File: config.mk
export PLATFORM = sky130hd
export DESIGN_NAME = serializador_carga_paralela_4bits_flat
export DESIGN_NICKNAME = d
export VERILOG_FILES = /design/src/rtl/serializador_carga_paralela_4bits_pkg.sv /design/src/rtl/serializador_carga_paralela_4bits_if.sv /design/src/rtl/serializador_carga_paralela_4bits_contador_bits.sv /design/src/rtl/serializador_carga_paralela_4bits.sv /design/src/flat_wrapper.sv
export SDC_FILE = /design/constraint.sdc
export NUM_CORES = 1
export LEC_CHECK = 0
export CAP_MARGIN = 20
export CORE_AREA = 4 4 41 43
export CTS_CLUSTER_SIZE = 24
export DETAILED_ROUTE_END_ITERATION = 10
export DIE_AREA = 0 0 45 47
export PLACE_DENSITY = 0.59
export SLEW_MARGIN = 20
export SYNTH_ARGS = -nofsm -noshare
export SYNTH_HDL_FRONTEND = slang
export SYNTH_SLANG_ARGS = --single-unit
File: constraint.sdc
create_clock -name clk -period 2.6 [get_ports clk]
set_clock_uncertainty 0.05 [all_clocks]
set_input_delay 0.65 -clock clk [delete_from_list [all_inputs] [get_ports clk]]
set_output_delay 0.65 -clock clk [all_outputs]
set_load 0.005 [all_outputs]
File: src/rtl/serializador_carga_paralela_4bits_pkg.sv
// Shared definitions for the serializer family: FSM state encoding,
// default word width and the parity helper.
// Optional feature macro used by the serializer: SERIALIZADOR_PARIDAD_EN.
package serial_pkg;

  typedef enum logic {
    REPOSO   = 1'b0,
    DESPLAZA = 1'b1
  } estado_t;

  localparam int ANCHO_PALABRA = 4;

  // Even parity over up to 8 bits (unused upper bits are zero-filled).
  function automatic logic paridad_par(input logic [7:0] palabra);
    return ^palabra;
  endfunction

endpackage

File: src/rtl/serializador_carga_paralela_4bits_if.sv
// Load/accept handshake plus serial output bundle of the serializer.
// master: upstream/downstream side; slave: the serializer itself.
interface serializador_carga_paralela_4bits_if #(
  parameter int N = 4
);
  logic         carga;
  logic [N-1:0] In;
  logic         listo;
  logic         Sout;
  logic         Sout_valido;
  logic         fin;

  modport master (
    output carga,
    output In,
    input  listo,
    input  Sout,
    input  Sout_valido,
    input  fin
  );

  modport slave (
    input  carga,
    input  In,
    output listo,
    output Sout,
    output Sout_valido,
    output fin
  );
endinterface

File: src/rtl/serializador_carga_paralela_4bits_contador_bits.sv
// Down-counter with synchronous load, decrement and a zero flag.
// Load has priority over decrement; reset clears the count.
module contador_bits #(
  parameter int W = 2
) (
  input  logic         clk,
  input  logic         reset,
  input  logic         carga,
  input  logic         decrementa,
  input  logic [W-1:0] valor,
  output logic         cero
);
  logic [W-1:0] cuenta_r;

  // Count register: reset, load, or decrement by one.
  always_ff @(posedge clk) begin
    if (reset) begin
      cuenta_r <= {W{1'b0}};
    end else if (carga) begin
      cuenta_r <= valor;
    end else if (decrementa) begin
      cuenta_r <= cuenta_r - W'(1'b1);
    end else begin
      cuenta_r <= cuenta_r;
    end
  end

  assign cero = (cuenta_r == {W{1'b0}});

endmodule

File: src/rtl/serializador_carga_paralela_4bits.sv
// Parallel-in, serial-out serializer with a load/accept handshake.
// The first bit is registered onto Sout on the accept edge itself, so it is
// visible the cycle after accept; the bit counter then tracks the remaining
// bits and the FSM returns to REPOSO one edge after the last bit, raising fin.
// Optional feature macro: SERIALIZADOR_PARIDAD_EN appends an even-parity bit.
module serializador_carga_paralela_4bits
  import serial_pkg::*;
#(
  parameter int N           = ANCHO_PALABRA,
  parameter bit LSB_PRIMERO = 1'b1
) (
  input  logic clk,
  input  logic reset,
  serializador_carga_paralela_4bits_if.slave bus
);

`ifdef SERIALIZADOR_PARIDAD_EN
  localparam int NB = N + 1;
`else
  localparam int NB = N;
`endif
  // Counter holds NB-1 at most.
  localparam int CW = $clog2(NB);

  estado_t       estado_r, estado_s;
  logic [NB-1:0] desp_r, desp_s;
  logic [NB-1:0] palabra_s;
  logic          sout_r, sout_s;
  logic          valido_r, valido_s;
  logic          fin_r, fin_s;
  logic          listo_r, listo_s;
  logic          carga_cnt_s;
  logic          dec_s;
  logic          cnt_cero_s;

  // Bit that goes out next from a shift-register image.
  function automatic logic primer_bit(input logic [NB-1:0] w);
    if (LSB_PRIMERO) begin
      return w[0];
    end else begin
      return w[NB-1];
    end
  endfunction

  // Shift-register image after the outgoing bit has been consumed.
  function automatic logic [NB-1:0] desplazar(input logic [NB-1:0] w);
    if (LSB_PRIMERO) begin
      return w >> 1'b1;
    end else begin
      return w << 1'b1;
    end
  endfunction

  // Word to serialize, with the parity bit placed at the tail of the sequence.
  always_comb begin
    palabra_s = {NB{1'b0}};
`ifdef SERIALIZADOR_PARIDAD_EN
    if (LSB_PRIMERO) begin
      palabra_s = {paridad_par(8'(bus.In)), bus.In};
    end else begin
      palabra_s = {bus.In, paridad_par(8'(bus.In))};
    end
`else
    palabra_s = bus.In;
`endif
  end

  contador_bits #(
    .W(CW)
  ) u_contador (
    .clk        (clk),
    .reset      (reset),
    .carga      (carga_cnt_s),
    .decrementa (dec_s),
    .valor      (CW'(NB - 1)),
    .cero       (cnt_cero_s)
  );

  // Next-state and next-output logic of the two-state FSM.
  always_comb begin
    estado_s    = estado_r;
    desp_s      = desp_r;
    sout_s      = 1'b0;
    valido_s    = 1'b0;
    fin_s       = 1'b0;
    listo_s     = listo_r;
    carga_cnt_s = 1'b0;
    dec_s       = 1'b0;
    case (estado_r)
      REPOSO: begin
        listo_s = 1'b1;
        if (bus.carga && listo_r) begin
          estado_s    = DESPLAZA;
          desp_s      = desplazar(palabra_s);
          sout_s      = primer_bit(palabra_s);
          valido_s    = 1'b1;
          listo_s     = 1'b0;
          carga_cnt_s = 1'b1;
        end else begin
          estado_s = REPOSO;
        end
      end
      DESPLAZA: begin
        if (cnt_cero_s) begin
          // Last bit already presented: close the word.
          estado_s = REPOSO;
          desp_s   = {NB{1'b0}};
          fin_s    = 1'b1;
          listo_s  = 1'b1;
        end else begin
          sout_s   = primer_bit(desp_r);
          desp_s   = desplazar(desp_r);
          valido_s = 1'b1;
          listo_s  = 1'b0;
          dec_s    = 1'b1;
        end
      end
      default: begin
        estado_s = REPOSO;
        desp_s   = {NB{1'b0}};
        listo_s  = 1'b1;
      end
    endcase
  end

  // State, shift register and registered outputs.
  always_ff @(posedge clk) begin
    if (reset) begin
      estado_r <= REPOSO;
      desp_r   <= {NB{1'b0}};
      sout_r   <= 1'b0;
      valido_r <= 1'b0;
      fin_r    <= 1'b0;
      listo_r  <= 1'b1;
    end else begin
      estado_r <= estado_s;
      desp_r   <= desp_s;
      sout_r   <= sout_s;
      valido_r <= valido_s;
      fin_r    <= fin_s;
      listo_r  <= listo_s;
    end
  end

  assign bus.Sout        = sout_r;
  assign bus.Sout_valido = valido_r;
  assign bus.fin         = fin_r;
  assign bus.listo       = listo_r;

endmodule
File: src/flat_wrapper.sv
// flat-port wrapper written by rule: the top's interface ports become plain ports
module serializador_carga_paralela_4bits_flat import serial_pkg::*;
#(
  parameter int N           = ANCHO_PALABRA,
  parameter bit LSB_PRIMERO = 1'b1
)
  (clk, reset, bus_carga, bus_In, bus_listo, bus_Sout, bus_Sout_valido, bus_fin);
  serializador_carga_paralela_4bits_if #(.N(N)) bus_i ();
  input  logic clk;
  input  logic reset;
  input wire logic [$bits(bus_i.carga)-1:0] bus_carga;
  input wire logic [$bits(bus_i.In)-1:0] bus_In;
  output wire logic [$bits(bus_i.listo)-1:0] bus_listo;
  output wire logic [$bits(bus_i.Sout)-1:0] bus_Sout;
  output wire logic [$bits(bus_i.Sout_valido)-1:0] bus_Sout_valido;
  output wire logic [$bits(bus_i.fin)-1:0] bus_fin;
  assign bus_i.carga = bus_carga;
  assign bus_i.In = bus_In;
  assign bus_listo = bus_i.listo;
  assign bus_Sout = bus_i.Sout;
  assign bus_Sout_valido = bus_i.Sout_valido;
  assign bus_fin = bus_i.fin;
  serializador_carga_paralela_4bits #(.N(N), .LSB_PRIMERO(LSB_PRIMERO)) u_core (.clk(clk), .reset(reset), .bus(bus_i));
endmodule
==> results.cfg, run 1 <==
[timing]
tns_ps = 0
setup_violations = 0
drv_slew = 0
maxSlewHeadroom_pct = 77.4
fmax_mhz = 489
grt_setup_unrepaired = false
period_share_pct = 78.6
tightest_slew_ps = 338
hold_violations = 0
fin_hold_ws_ps = 450
period_minus_slack_ps = 2040

[die]
io_pins = 11
die_y_um = 47
rows = 13
dieArea_um2 = 2120
die_x_um = 45
start_util_pct = 31.2
core_area_um2 = 1300

[logic_synthesis]
synth-edff-count = 0
synth_top_family_by_area = simple AND/OR/NAND/NOR gates
avgSynthCellArea_um2 = 10.1
synth_seq_area_share_pct = 44.4
synth_compound_area_share_pct = 18.2
synth_area_um2 = 405
synthAdderAreaFrac_pct = 6.17
synth_mux_area_share_pct = 2.47
synth_nets = 49
synthDistinctLibCells = 23
synth_flop_cell = dfxtp_1
synth_xor_area_share_pct = 0
synth-async-reset-ratio_pct = 0
ys_warn_count = 0
synth_simple_gate_area_share_pct = 23.1
synth_cells = 40
synth-seq-cells = 9

[setup_path]
worstRegToRegCells = 5
worstPathCellList = clkdlybuf4s50_1
critPathKind = reg -> out
cp-start-kind = register
crit_fanout = 12
cp_top_family = buffers and inverters
critPathSlowestCell = clkdlybuf4s50_1
cp.arrival_ps = 1340
cp-end-kind = primary output
worst-path-stages = 1
worst-path-buf-inv = 1
worstPathRequired_ps = 1900
max_stage_delay_ps = 570

[cts]
post_cts_resized = 0
cts_sinks = 9
clk_pin_slew_worst_paths_ps = 60
insertion_delay_ps = 250
post_cts_buffers = 0
hold_buffers = 0
clockRootBuffer = clkbuf_4
cts_buffers = 3
cts_tree = built
cts_buffer_depth = 2
htree_levels = 1

[layout]
post-route-util_pct = 41.2
diodes = 0
fin_area_um2 = 536
syn_to_final_growth_pct = 32.1
nNetsFinal = 62
fill_cells = 143
final_common_cell = clkdlybuf4s50_1
mostFrequentLayoutCells = clkdlybuf4s50_1 (10), dfxtp_1 (9), a211oi_1 (4)
drive_gt1_share_pct = 15.4

[drt]
initialDrtViolationCount = 0
ant_nets = 0
routed_wl_um = 717
routed_via_density = 4.82
route.detailed.drc = 0
drt_first_pass_iters = 1
routedWlPerCell_um = 10.7
vias = 323

[job]
drv_cap = 0

[global_route]
grt_max_degree = 13
track_usage_pct = 8.72
grt_pass1_wl_um = 1240
antenna_found_initial = 0
grt_pass1_vias = 302
globalRouteOverflowTotal = 0

[hold_path]
min_path_type = reg -> reg
whs_path_depth = 2

[status]
status = finished clean

[power_and_ir_drop]
cellPowerDensity_nw_per_um2 = 630
ir_drop_uv = 371
total_power_uw = 338
power_leakage_uw = 0.000215

[placement]
dp_hpwl_um = 574
numPortBuffers = 10
gp_congestion = 0.697
detailed_place.area_um2 = 509
[power by group]
| part | total (uW) | internal (uW) | switching [uW] |
|---|---|---|---|
| logic | 71.2 | 41.6 | 29.6 |
| registers | 163 | 152 | 10.6 |
| clock network | 104 | 58.9 | 44.9 |
[worst paths after layout]
path         slack [ps]                                        from                                    endpoint
max reg2reg        1370  u_core.u_contador.cuenta_r[0]$_SDFFE_PP0P_  u_core.u_contador.cuenta_r[1]$_SDFFE_PP0P_
max                 560                  u_core.estado_r$_SDFF_PP0_                             bus_Sout_valido
min reg2reg         450               u_core.desp_r[1]$_SDFFE_PP0P_               u_core.desp_r[0]$_SDFFE_PP0P_
min                 450               u_core.desp_r[1]$_SDFFE_PP0P_               u_core.desp_r[0]$_SDFFE_PP0P_
[per-stage QoR]
| stage | std cells | setup slack, ps |
|---|---|---|
| CTS | 67 | 534 |
| detailed placement | 63 | 786 |
| global route | 67 | 452 |
| floorplan | 40 | 1340 |
| global placement | 63 | 779 |
| finish | 67 | 557 |
[cells by family after synthesis]
family	after synthesis
AND/OR/NAND/NOR	15
AO/OA/AOI/OAI	9
flip-flops	9
buffers and inverters	4
adder cells (fa/ha/maj)	2
multiplexers	1
[sequential cells by signal, indices dropped and copies added (netlist names)]
name	flops
u_core.u_contador.cuenta_r	2
u_core.desp_r	3
u_core.bus.listo	1
u_core.estado_r	1
u_core.bus.fin	1
u_core.bus.Sout	1
[layout make-up]
cell class	count	area [um^2]	area share [%]
Inverter	2	7.51	1.40
Multi-Input combinational cell	27	203	37.9
Tap cell	15	18.8	3.50
Timing Repair Buffer	10	100	18.7
Clock buffer	4	26.3	4.91
Sequential cell	9	180	33.6
[routing by layer]
metal	track usage [%]	routed length, um	vias to the layer above
li1	-	-	165
met4	1.75	0	0
met3	6.90	53	0
met2	13.6	347	8
met5	0	0	-
met1	9.40	316	150
[cell usage after synthesis, types with 2 or more instances]
cell type	count	area [um^2]
ha_1	2	25.0
a211oi_1	4	30.0
nand2b_1	2	12.5
nor2_1	2	7.51
nand2_1	2	7.51
dfxtp_1	9	180
inv_1	2	7.51
and3_1	2	12.5
Note: power is estimated with default switching activity, not from simulation.
==> inputs of run 2 (changes only) <==
==> constraint.sdc (replaced) <==
create_clock -name clk -period 2.1 [get_ports clk]
set_clock_uncertainty 0.05 [all_clocks]
set_input_delay 0.525 -clock clk [delete_from_list [all_inputs] [get_ports clk]]
set_output_delay 0.525 -clock clk [all_outputs]
set_load 0.005 [all_outputs]
==> run 2 against run 1 <==
First-iteration DRC count is 8 higher. Utilization grew 0.58 points. Final cell count rose by 1.5%. Hold slack lost 12 ps. Routed wire length shrank 0.42%. Combinational power up 34%. Cell area up 1.4%. Sequential power increased by 21%. Count of clock-buffer cells in the layout unchanged. Non-clock buffer count rose by 1. Worst setup slack worse by 200 ps. Power is 26% higher. Highest routed layer unchanged.
==> results.cfg, run 2 (same netlist as run 1, synthesis figures left out) <==
[timing]
period_minus_slack_ps = 1740
fin_hold_ws_ps = 439
grt_setup_unrepaired = false
setup_violations = 0
maxSlewHeadroom_pct = 78.2
period_share_pct = 82.9
tns_ps = 0
tightest_slew_ps = 326
drv_slew = 0
fmax_mhz = 575
hold_violations = 0

[setup_path]
cp-start-kind = register
crit_fanout = 6
timing.reg2reg.setup_slack_ps = 870
critPathKind = reg -> out
critPathSlowestCell = clkdlybuf4s50_1
worstRegToRegCells = 5
cp-end-kind = primary output
worstPathRequired_ps = 1520
max_stage_delay_ps = 520
rr_endpoint = u_core.u_contador.cuenta_r[1]$_SDFFE_PP0P_
worst-path-buf-inv = 1
worstPathCellList = clkdlybuf4s50_1
cp.arrival_ps = 1170
cp_top_family = buffers and inverters
r2r_start = u_core.u_contador.cuenta_r[0]$_SDFFE_PP0P_

[placement]
dp_hpwl_um = 560
detailed_place.area_um2 = 517
dp.cells = 64
gp_congestion = 0.705
numPortBuffers = 10

[cts]
cts_buffer_depth = 2
cts_sinks = 9
insertion_delay_ps = 260
cts_tree = built
htree_levels = 1
clockRootBuffer = clkbuf_4
post_cts_resized = 0
hold_buffers = 0
clk_pin_slew_worst_paths_ps = 60
post_cts_buffers = 0
cts_buffers = 3

[layout]
largest_reg_flops = 3
fin_area_um2 = 543
stdcell_count = 68
syn_to_final_growth_pct = 34.0
mostFrequentLayoutCells = clkdlybuf4s50_1 (10), dfxtp_1 (9), a211oi_1 (4)
multi_input_area_um2 = 203
diodes = 0
drive_gt1_share_pct = 17.0
top_register = u_core.desp_r
top_regs = u_core.desp_r (3), u_core.u_contador.cuenta_r (2)
post-route-util_pct = 41.7
nNetsFinal = 63
final_common_cell = clkdlybuf4s50_1
regArea_um2 = 180
fill_cells = 141

[drt]
route.detailed.drc = 0
routedWlPerCell_um = 10.5
routed_wl_um = 714
ant_nets = 0
vias = 315
drt_first_pass_iters = 2
routed_via_density = 4.63
initialDrtViolationCount = 8

[power_and_ir_drop]
cellPowerDensity_nw_per_um2 = 782
power_leakage_uw = 0.000220
ir_drop_uv = 522

[hold_path]
min_path_type = reg -> reg
whs_path_depth = 2
holdPathEnd = u_core.desp_r[0]$_SDFFE_PP0P_
min_from = u_core.desp_r[1]$_SDFFE_PP0P_

[die]
io_pins = 11
rows = 13
core_area_um2 = 1300
die_y_um = 47
dieArea_um2 = 2120
die_x_um = 45
start_util_pct = 31.2

[global_route]
globalRouteOverflowTotal = 0
grt_pass1_vias = 305
antenna_found_initial = 0
grt_pass1_wl_um = 1230
grt_max_degree = 12
track_usage_pct = 8.64

[job]
drv_cap = 0

[status]
status = finished clean
[run 2: cell types whose count changed in the layout (fill, tap and decap cells not counted), sizes merged]
| cell | delta |
|---|---|
| buf | +1 |
[run 2: how the worst max path moves through the flow]
stage,startpoint,to,slack (ps),cells after the start
2_1_floorplan,u_core.u_contador.cuenta_r[0]$_SDFFE_PP0P_,u_core.u_contador.cuenta_r[1]$_SDFFE_PP0P_,930,5
6_report,u_core.bus.listo$_SDFF_PP1_,bus_listo,360,1
4_1_cts,u_core.bus.listo$_SDFF_PP1_,bus_listo,340,1
3_5_place_dp,bus_carga,u_core.desp_r[1]$_SDFFE_PP0P_,400,4
3_3_place_gp,bus_carga,u_core.u_contador.cuenta_r[1]$_SDFFE_PP0P_,420,4
5_1_grt,u_core.bus.listo$_SDFF_PP1_,bus_listo,270,1
[run 2: per-layer routing]
metal  global-route usage, %  up-vias  part of all wire, %
li1                        -      169                    -
met2                    12.1        7                   45
met5                       0        -                    0
met3                    5.75        0                  6.3
met1                    9.63      139                   49
met4                    5.26        0                    0
[run 2: layout make-up]
cell class,instances,area share [%]
Inverter,2,1.38
Timing Repair Buffer,11,19.8
Multi-Input combinational cell,27,37.3
Tap cell,15,3.46
Sequential cell,9,33.2
Clock buffer,4,4.84
[run 2: stage by stage]
step           worst slack, ps  total power [uW]
4_1_cts                    337               433
2_1_floorplan              933               264
3_5_place_dp               400               298
3_3_place_gp               421               297
6_report                   360               425
5_1_grt                    267               453
[run 2: power by group]
part	internal, uW	switching (uW)
logic	53.9	41.5
registers	188	8.49
clock network	73.2	59.5
